`src/rtl/wb_bus_wdt.sv`:
```
// Wishbone classic bus-cycle watchdog: pass-through with forced error ack on slave timeout.
// Optional `WB_WDT_IRQ_EN adds a registered wdt_irq output (set after a timeout, cleared by fault_clr).
module wb_bus_wdt #(
  parameter int          TIMEOUT = 64,
  parameter logic [31:0] DEADVAL = 32'hdeaddead
) (
  input  logic        wb_clk,
  input  logic        wb_rst,
  input  logic        wb_m_cyc,
  input  logic        wb_m_stb,
  input  logic [31:0] wb_m_adr,
  output logic        wb_m_ack,
  output logic [31:0] wb_m_rdt,
  output logic        wb_s_cyc,
  output logic        wb_s_stb,
  output logic [31:0] wb_s_adr,
  input  logic        wb_s_ack,
  input  logic [31:0] wb_s_rdt,
  input  logic        fault_clr,
  output logic        fault_valid,
  output logic [31:0] fault_adr,
  output logic [7:0]  fault_cnt,
  output logic        fault_pulse
`ifdef WB_WDT_IRQ_EN
  ,
  output logic        wdt_irq
`endif
);

  typedef enum logic [1:0] {S_IDLE, S_WAIT, S_TOUT} state_t;

  localparam logic [7:0] LAST = 8'(TIMEOUT - 1);

  state_t      r_state, w_state_nxt;
  logic [7:0]  r_cnt, w_cnt_nxt;
  logic        r_fault_valid;
  logic [31:0] r_fault_adr;
  logic [7:0]  r_fault_cnt;
  logic        w_req, w_tout;

  assign w_req  = wb_m_cyc & wb_m_stb;
  assign w_tout = (r_state == S_TOUT);

  always_ff @(posedge wb_clk or posedge wb_rst) begin
    if (wb_rst) begin
      r_state <= S_IDLE;
      r_cnt   <= '0;
    end else begin
      r_state <= w_state_nxt;
      r_cnt   <= w_cnt_nxt;
    end
  end

  // r_cnt holds the index of the current strobed cycle while waiting
  always_comb begin
    w_state_nxt = r_state;
    w_cnt_nxt   = r_cnt;
    case (r_state)
      S_IDLE: begin
        if (w_req && !wb_s_ack) begin
          w_state_nxt = S_WAIT;
          w_cnt_nxt   = 8'd1;
        end
      end
      S_WAIT: begin
        if (wb_s_ack || !w_req) begin
          w_state_nxt = S_IDLE;
          w_cnt_nxt   = '0;
        end else if (r_cnt == LAST) begin
          w_state_nxt = S_TOUT;
          w_cnt_nxt   = '0;
        end else begin
          w_cnt_nxt   = r_cnt + 8'd1;
        end
      end
      default: begin
        w_state_nxt = S_IDLE;
        w_cnt_nxt   = '0;
      end
    endcase
  end

  // The forced-ack cycle hides the transfer from the slave side and drops any late ack
  assign wb_s_cyc    = ~wb_rst & ~w_tout & wb_m_cyc;
  assign wb_s_stb    = ~wb_rst & ~w_tout & wb_m_stb;
  assign wb_s_adr    = wb_m_adr;
  assign wb_m_ack    = ~wb_rst & (w_tout | wb_s_ack);
  assign wb_m_rdt    = w_tout ? DEADVAL : wb_s_rdt;
  assign fault_pulse = w_tout;

  // A timeout coinciding with fault_clr restarts the status from this fault
  always_ff @(posedge wb_clk or posedge wb_rst) begin
    if (wb_rst) begin
      r_fault_valid <= 1'b0;
      r_fault_adr   <= '0;
      r_fault_cnt   <= '0;
    end else if (w_tout) begin
      if (fault_clr)                 r_fault_cnt <= 8'd1;
      else if (r_fault_cnt != 8'hff) r_fault_cnt <= r_fault_cnt + 8'd1;
      if (!r_fault_valid || fault_clr) begin
        r_fault_valid <= 1'b1;
        r_fault_adr   <= wb_m_adr;
      end
    end else if (fault_clr) begin
      r_fault_valid <= 1'b0;
      r_fault_adr   <= '0;
      r_fault_cnt   <= '0;
    end
  end

  assign fault_valid = r_fault_valid;
  assign fault_adr   = r_fault_adr;
  assign fault_cnt   = r_fault_cnt;

`ifdef WB_WDT_IRQ_EN
  logic r_irq;

  always_ff @(posedge wb_clk or posedge wb_rst) begin
    if (wb_rst)         r_irq <= 1'b0;
    else if (w_tout)    r_irq <= 1'b1;
    else if (fault_clr) r_irq <= 1'b0;
  end

  assign wdt_irq = r_irq;
`endif

endmodule

```
`config.mk`:
```
export PLATFORM = sky130hd
export DESIGN_NAME = wb_bus_wdt
export DESIGN_NICKNAME = d
export VERILOG_FILES = /design/src/rtl/wb_bus_wdt.sv
export SDC_FILE = /design/constraint.sdc
export NUM_CORES = 1
export LEC_CHECK = 0
export CORE_MARGIN = 3
export CORE_UTILIZATION = 39
export CTS_BUF_LIST = sky130_fd_sc_hd__clkbuf_16
export CTS_CLUSTER_DIAMETER = 120
export DETAILED_ROUTE_END_ITERATION = 10
export HOLD_SLACK_MARGIN = 0.1
export PLACE_DENSITY = 0.86
export SYNTH_ARGS = -nofsm -noshare
export SYNTH_HDL_FRONTEND = slang
export SYNTH_SLANG_ARGS = --single-unit
```
`constraint.sdc`:
```
create_clock -name wb_clk -period 5.5 [get_ports wb_clk]
set_input_delay 1.65 -clock wb_clk [delete_from_list [all_inputs] [get_ports wb_clk]]
set_output_delay 1.65 -clock wb_clk [all_outputs]
set_load 0.05 [all_outputs]
```
==> results.cfg, run 1 <==
[timing]
fmax_achieved_mhz = 211.3
tns_ns = 0
final.hold.worst_slack_ns = 0.4934
slew_headroom = 0.2875
timing.final.crit_period_ns = 4.734
report.final.setup_viol = 0
grt_setup_unrepaired = no
timing_worst_slew_pin_value_ns = 1.066
fin_crit_sh = 0.8606
finClkSkew_ns = 0.004540
hold_vio_cnt_final = 0
finalMaxSlewViolations = 0

[power]
comb_power_share = 0.251
pwr_density_cell_nw_per_um2 = 200.6
clock_power_share = 0.328
swShare = 0.2934
seq_power_share = 0.420
p_int_w = 0.0006372
peakVddDrop_mv = 0.1149
power.net_switching_w = 0.0002645
leakagePower_nw = 2.061

[die]
core_region_area_um2 = 6568
floorplan.io_pins = 179
dieWidth_um = 89.90
initial_utilization = 0.4180
num_rows = 29
die_height_um = 89.90
die-area_um2 = 8081

[critical_path]
worst-endpoint-arrival_ns = 3.08
reg2reg_depth = 5
worst_setup_path_start_kind = input port
critPathMaxFanout = 3
critical-path-max-stage-delay_ns = 0.81
worstSetupEndpointType = output pin
required_ns = 3.85
worst_setup_path_category = in -> out
critPathSlowestCell = sky130_fd_sc_hd__clkdlybuf4s50_1
path_cells = clkdlybuf4s50_1 > nor2_1 > nor2_1 > clkdlybuf4s50_1

[synth]
synth.cell_area_um2 = 2745
async_flop_share = 1.000
synth_fp_nets = 389
yosys_top_cell_area_share = 0.4649
netlist-cell-type-count = 45
synth.largest_area_cell = sky130_fd_sc_hd__dfrtp_1
ys_dominant_reg_cell = sky130_fd_sc_hd__dfrtp_1
synthesis.area_per_instance_um2 = 8.660
synth.ff_latch_count = 51
ys.warnings.count = 0
synth_top_cells_by_area = sky130_fd_sc_hd__dfrtp_1, sky130_fd_sc_hd__nand2_1, sky130_fd_sc_hd__buf_4
synth-edff-count = 0
post_synth_inst_count = 317
part_of_the_yosys_area_used_for_sequential_elements = 0.4649

[hold_path]
min-delay-path-class = reg -> reg
hold_depth = 2

[layout]
layout-drive-gt1-share = 0.05011
finish.net_count = 530
diodes = 0
area.growth.synth_to_final_pct = 63.72

[clock_network]
cts_root_buffer = sky130_fd_sc_hd__clkbuf_16
holdBufCountCts = 0
clock_tree.htree_level_count = 2
clkTransAtPathRegs_ns = 0.06
clock_latency_ns = 0.28
post_cts.repair.setup_buffers = 0
tritoncts_buffer_count = 5
cts.path.max_buffers = 2
tritoncts = yes
clock_sinks = 51
postCtsResizedCells = 0

[grt]
grt_remaining_overflow = 0
grt_pass1_vias = 2776
grt_first_pass_wirelength_um = 13320
largest_net_degree_at_the_start_of_global_routing = 52
grt_util_all_layers = 0.1961
antenna_found_initial = 0

[job]
maximum_capacitance_violations = 0

[route]
first_drt_iteration_drcs = 75
drc = 0
vias_per_cell = 4.835
drt_pre_antenna_iters = 4
routed_wire_length_per_instance_um = 14.50
postRouteAntennaNets = 0
routed_wirelength_um = 8002
vias = 2669

[placed_design]
place_congestion = 0.8377
io_buffer_count = 178
place.detailed.hpwl_um = 6237

[run_status]
run_status = completed
## flip-flops by register name (all words and copies together) (netlist names)
| signal | flops |
|---|---|
| fault_cnt | 8 |
| r_cnt | 8 |
| r_state | 2 |
| fault_valid | 1 |
| fault_adr | 32 |
## cell usage in the layout (no fill, tap or decap), types with 5 or more instances in the layout
| master | instances |
|---|---|
| sky130_fd_sc_hd__and2_1 | 10 |
| sky130_fd_sc_hd__nor2_1 | 9 |
| sky130_fd_sc_hd__o21ai_0 | 5 |
| sky130_fd_sc_hd__nand3_1 | 38 |
| sky130_fd_sc_hd__dfrtp_1 | 51 |
| sky130_fd_sc_hd__clkbuf_16 | 5 |
| sky130_fd_sc_hd__nand2b_1 | 23 |
| sky130_fd_sc_hd__clkdlybuf4s50_1 | 176 |
| sky130_fd_sc_hd__nor3_1 | 5 |
| sky130_fd_sc_hd__and3_1 | 6 |
| sky130_fd_sc_hd__nand2_1 | 78 |
## path summary, 6_finish.rpt
path	startpoint	endpoint	slack (ns)
min in group asynchronous	wb_rst	fault_cnt[3]	1.90
max reg2reg	r_state[0]	fault_adr[6]	3.35
max	wb_s_ack	wb_m_ack	0.77
max in group asynchronous	wb_rst	r_cnt[1]	3.17
min reg2reg	fault_adr[22]	fault_adr[22]	0.49
min	fault_adr[22]	fault_adr[22]	0.49
## worst max-delay path: cells and delay by family
kind                   cells  cell delay (ns)
buffers and inverters      2             1.29
and+or+nand+nor            2             0.13
## final cells by class
type,instances,area (um2)
Clock buffer,5,125.1
Timing Repair Buffer,180,1792
Tap cell,93,116.4
Sequential cell,51,1276
Fill cell,548,2073
Multi-Input combinational cell,216,1149
Inverter,4,20.02
Clock inverter,3,16.27
## stage by stage
stage               area [um2]  cells  worst slack, ns   power, W    util
CTS                       4494    552           0.7545  0.0009120  0.6843
detailed placement        4353    544           0.7550  0.0006147  0.6628
floorplan                 2745    317           0.4863  0.0005235       -
global route              4494    552           0.7007  0.0009358  0.6843
finish                    4494    552           0.7665  0.0009017  0.6843
global placement          4353    544           0.7761  0.0006126  0.6628
## cells in the mapped netlist (3+ instances only)
cell type / number
sky130_fd_sc_hd__and2_1: 10
sky130_fd_sc_hd__and3_1: 6
sky130_fd_sc_hd__buf_1: 3
sky130_fd_sc_hd__buf_2: 6
sky130_fd_sc_hd__buf_4: 32
sky130_fd_sc_hd__clkbuf_1: 5
sky130_fd_sc_hd__dfrtp_1: 51
sky130_fd_sc_hd__nand2_1: 78
sky130_fd_sc_hd__nand2b_1: 23
sky130_fd_sc_hd__nand3_1: 38
sky130_fd_sc_hd__nand4_1: 3
sky130_fd_sc_hd__nor2_1: 9
sky130_fd_sc_hd__nor3_1: 5
sky130_fd_sc_hd__o211ai_1: 3
sky130_fd_sc_hd__o21ai_0: 5
sky130_fd_sc_hd__or2_2: 3
## power groups by stage
stage | logic (W) | clock network, W | registers (W)
4_1_cts | 0.000229 | 0.000304 | 0.000379
3_3_place_gp | 0.000227 | 0 | 0.000386
2_1_floorplan | 0.000138 | 0 | 0.000386
3_5_place_dp | 0.000228 | 0 | 0.000386
5_1_grt | 0.000237 | 0.000319 | 0.000379
6_report | 0.000226 | 0.000296 | 0.000379
## routing by layer
layer | vias to the layer above | GRT usage | part of all wire
met1 | 1226 | 0.2123 | 0.37
met2 | 120 | 0.3703 | 0.53
li1 | 1310 | - | -
met5 | - | 0 | 0
met4 | 0 | 0.05485 | 0.018
met3 | 13 | 0.05676 | 0.083
## cells by family (layout without fill, tap and decap cells)
family,Yosys count,count (layout),synth area share
compound gates,26,26,0.06837
xor+xnor,1,1,0.003191
fa+ha+maj,2,2,0.009114
buf+inv,50,192,0.1167
flops,51,51,0.4649
mux,1,1,0.003646
simple gates,186,186,0.3341
No activity file was read; power rests on OpenSTA's default activity.
==> run 2: changes to the inputs <==
- CORE_ASPECT_RATIO: not set -> 1.4
==> results.cfg, run 2 (same netlist as run 1, synthesis figures left out) <==
[route]
routed_wire_length_per_instance_um = 13.87
postRouteAntennaNets = 0
first_drt_iteration_drcs = 137
drt_pre_antenna_iters = 4
vias = 2703
routed_wirelength_um = 7641
drc = 0
vias_per_cell = 4.906

[critical_path]
critPathMaxFanout = 3
reg2reg_depth = 5
critical-path-max-stage-delay_ns = 0.81
worst_setup_path_category = in -> out
timing.critical_path.max_delay_family = buffers and inverters
reg2reg_setup_slack_ns = 3.42
worst_setup_path_start_kind = input port
required_ns = 3.85
crit-reg2reg-capture = fault_adr[3]
critPathSlowestCell = sky130_fd_sc_hd__clkdlybuf4s50_1
cp_num_buf_inv = 2
worst-endpoint-arrival_ns = 3.08
critical_path_cell_count = 4
path_cells = clkdlybuf4s50_1 > nor2_1 > nor2_1 > clkdlybuf4s50_1
rr_startpoint = r_state[1]
worstSetupEndpointType = output pin

[placed_design]
pre_cts_slack_ns = 0.7637
place_congestion = 0.8234
io_buffer_count = 178
place.detailed.hpwl_um = 6050

[layout]
area.growth.synth_to_final_pct = 63.63
layout.cells.most_common_list = sky130_fd_sc_hd__clkdlybuf4s50_1, sky130_fd_sc_hd__nand2_1, sky130_fd_sc_hd__dfrtp_1
mostFrequentLayoutCell = sky130_fd_sc_hd__clkdlybuf4s50_1
multiInputGateArea_um2 = 1149
num-fill-cells = 554
largest_reg_flops = 32
finish.net_count = 530
layout.area.seq_um2 = 1276
layout-drive-gt1-share = 0.04793
diodes = 0

[clock_network]
post_cts.repair.setup_buffers = 0
holdBufCountCts = 0
tritoncts = yes
postCtsResizedCells = 0
clock_latency_ns = 0.28
clock_sinks = 51
cts_root_buffer = sky130_fd_sc_hd__clkbuf_16
clkTransAtPathRegs_ns = 0.06
cts.path.max_buffers = 2
clock_tree.htree_level_count = 2
tritoncts_buffer_count = 5

[hold_path]
worstHoldEndpoint = fault_adr[31]
hold_depth = 2
min-delay-path-class = reg -> reg
hp-start = fault_adr[31]

[die]
die-area_um2 = 8096
dieWidth_um = 76.91
die_height_um = 105.3
num_rows = 35
floorplan.io_pins = 179
initial_utilization = 0.4097
core_region_area_um2 = 6700

[timing]
finClkSkew_ns = 0.008754
fin_crit_sh = 0.8605
slew_headroom = 0.3175
grt_setup_unrepaired = no
report.final.setup_viol = 0
hold_vio_cnt_final = 0
timing.final.crit_period_ns = 4.733
finalMaxSlewViolations = 0
fmax_achieved_mhz = 211.3
tns_ns = 0
timing_worst_slew_pin_value_ns = 1.021
setup_slack_ns = 0.7672

[grt]
largest_net_degree_at_the_start_of_global_routing = 52
grt_pass1_vias = 2600
grt_first_pass_wirelength_um = 12280
grt_util_all_layers = 0.1821
antenna_found_initial = 0
grt_remaining_overflow = 0

[power]
pwr_density_cell_nw_per_um2 = 199.4
peakVddDrop_mv = 0.1169
leakagePower_nw = 2.054

[run_status]
run_status = completed

[job]
maximum_capacitance_violations = 0
run 2: cell count changes in the layout (fill, tap and decap cells not counted):
| cell | change |
|---|---|
| sky130_fd_sc_hd__inv_1 | -1 |
| sky130_fd_sc_hd__clkinv_1 | +2 |
| sky130_fd_sc_hd__clkinv_2 | -1 |
run 2: area by class of cell:
cell class,count,share of cell area
Sequential cell,51,0.2841
Multi-Input combinational cell,216,0.2557
Clock inverter,3,0.003343
Timing Repair Buffer,180,0.3989
Clock buffer,5,0.02786
Inverter,4,0.004457
Tap cell,92,0.02563
run 2: stage by stage:
step	std cells	total power, W	hold slack [ns]	util	instance area (um2)
6_report	551	0.0008955	0.5008	0.6704	4492
5_1_grt	551	0.0009283	0.5305	0.6704	4492
4_1_cts	551	0.0009078	0.5002	0.6704	4492
3_5_place_dp	543	0.0006135	0.4829	0.6495	4352
3_3_place_gp	543	0.0006115	0.4784	0.6495	4352
2_1_floorplan	317	0.0005235	0.4749	-	2745
run 2: worst max-delay path by stage:
stage / startpoint / to / slack [ns]
final: wb_s_ack / wb_m_ack / 0.77
after CTS: wb_s_ack / wb_m_ack / 0.76
after detailed placement: wb_s_ack / wb_m_ack / 0.76
after global placement: wb_s_ack / wb_m_ack / 0.78
after global routing: wb_s_ack / wb_m_ack / 0.69
after floorplan: wb_rst / wb_s_cyc / 0.49
run 2: worst min-delay path, cell delays in order (launching register included):
cell and delay [ns]:
sky130_fd_sc_hd__dfrtp_1 0.34, sky130_fd_sc_hd__nand3_1 0.07, sky130_fd_sc_hd__nand2_1 0.06
run 2: layer usage:
layer / routed length [um] / global-route usage / up-vias / part of all wire
met2: 4206 / 0.3379 / 132 / 0.55
met3: 556 / 0.03590 / 6 / 0.073
met4: 101 / 0.05311 / 0 / 0.013
met1: 2777 / 0.2087 / 1251 / 0.36
li1: - / - / 1314 / -
met5: 0 / 0 / - / 0
run 2: report_power, final:
group	internal (W)	switching [W]
registers	0.000377	0.00000188
logic	0.0000940	0.000132
clock network	0.000165	0.000126
total	0.000636	0.000259
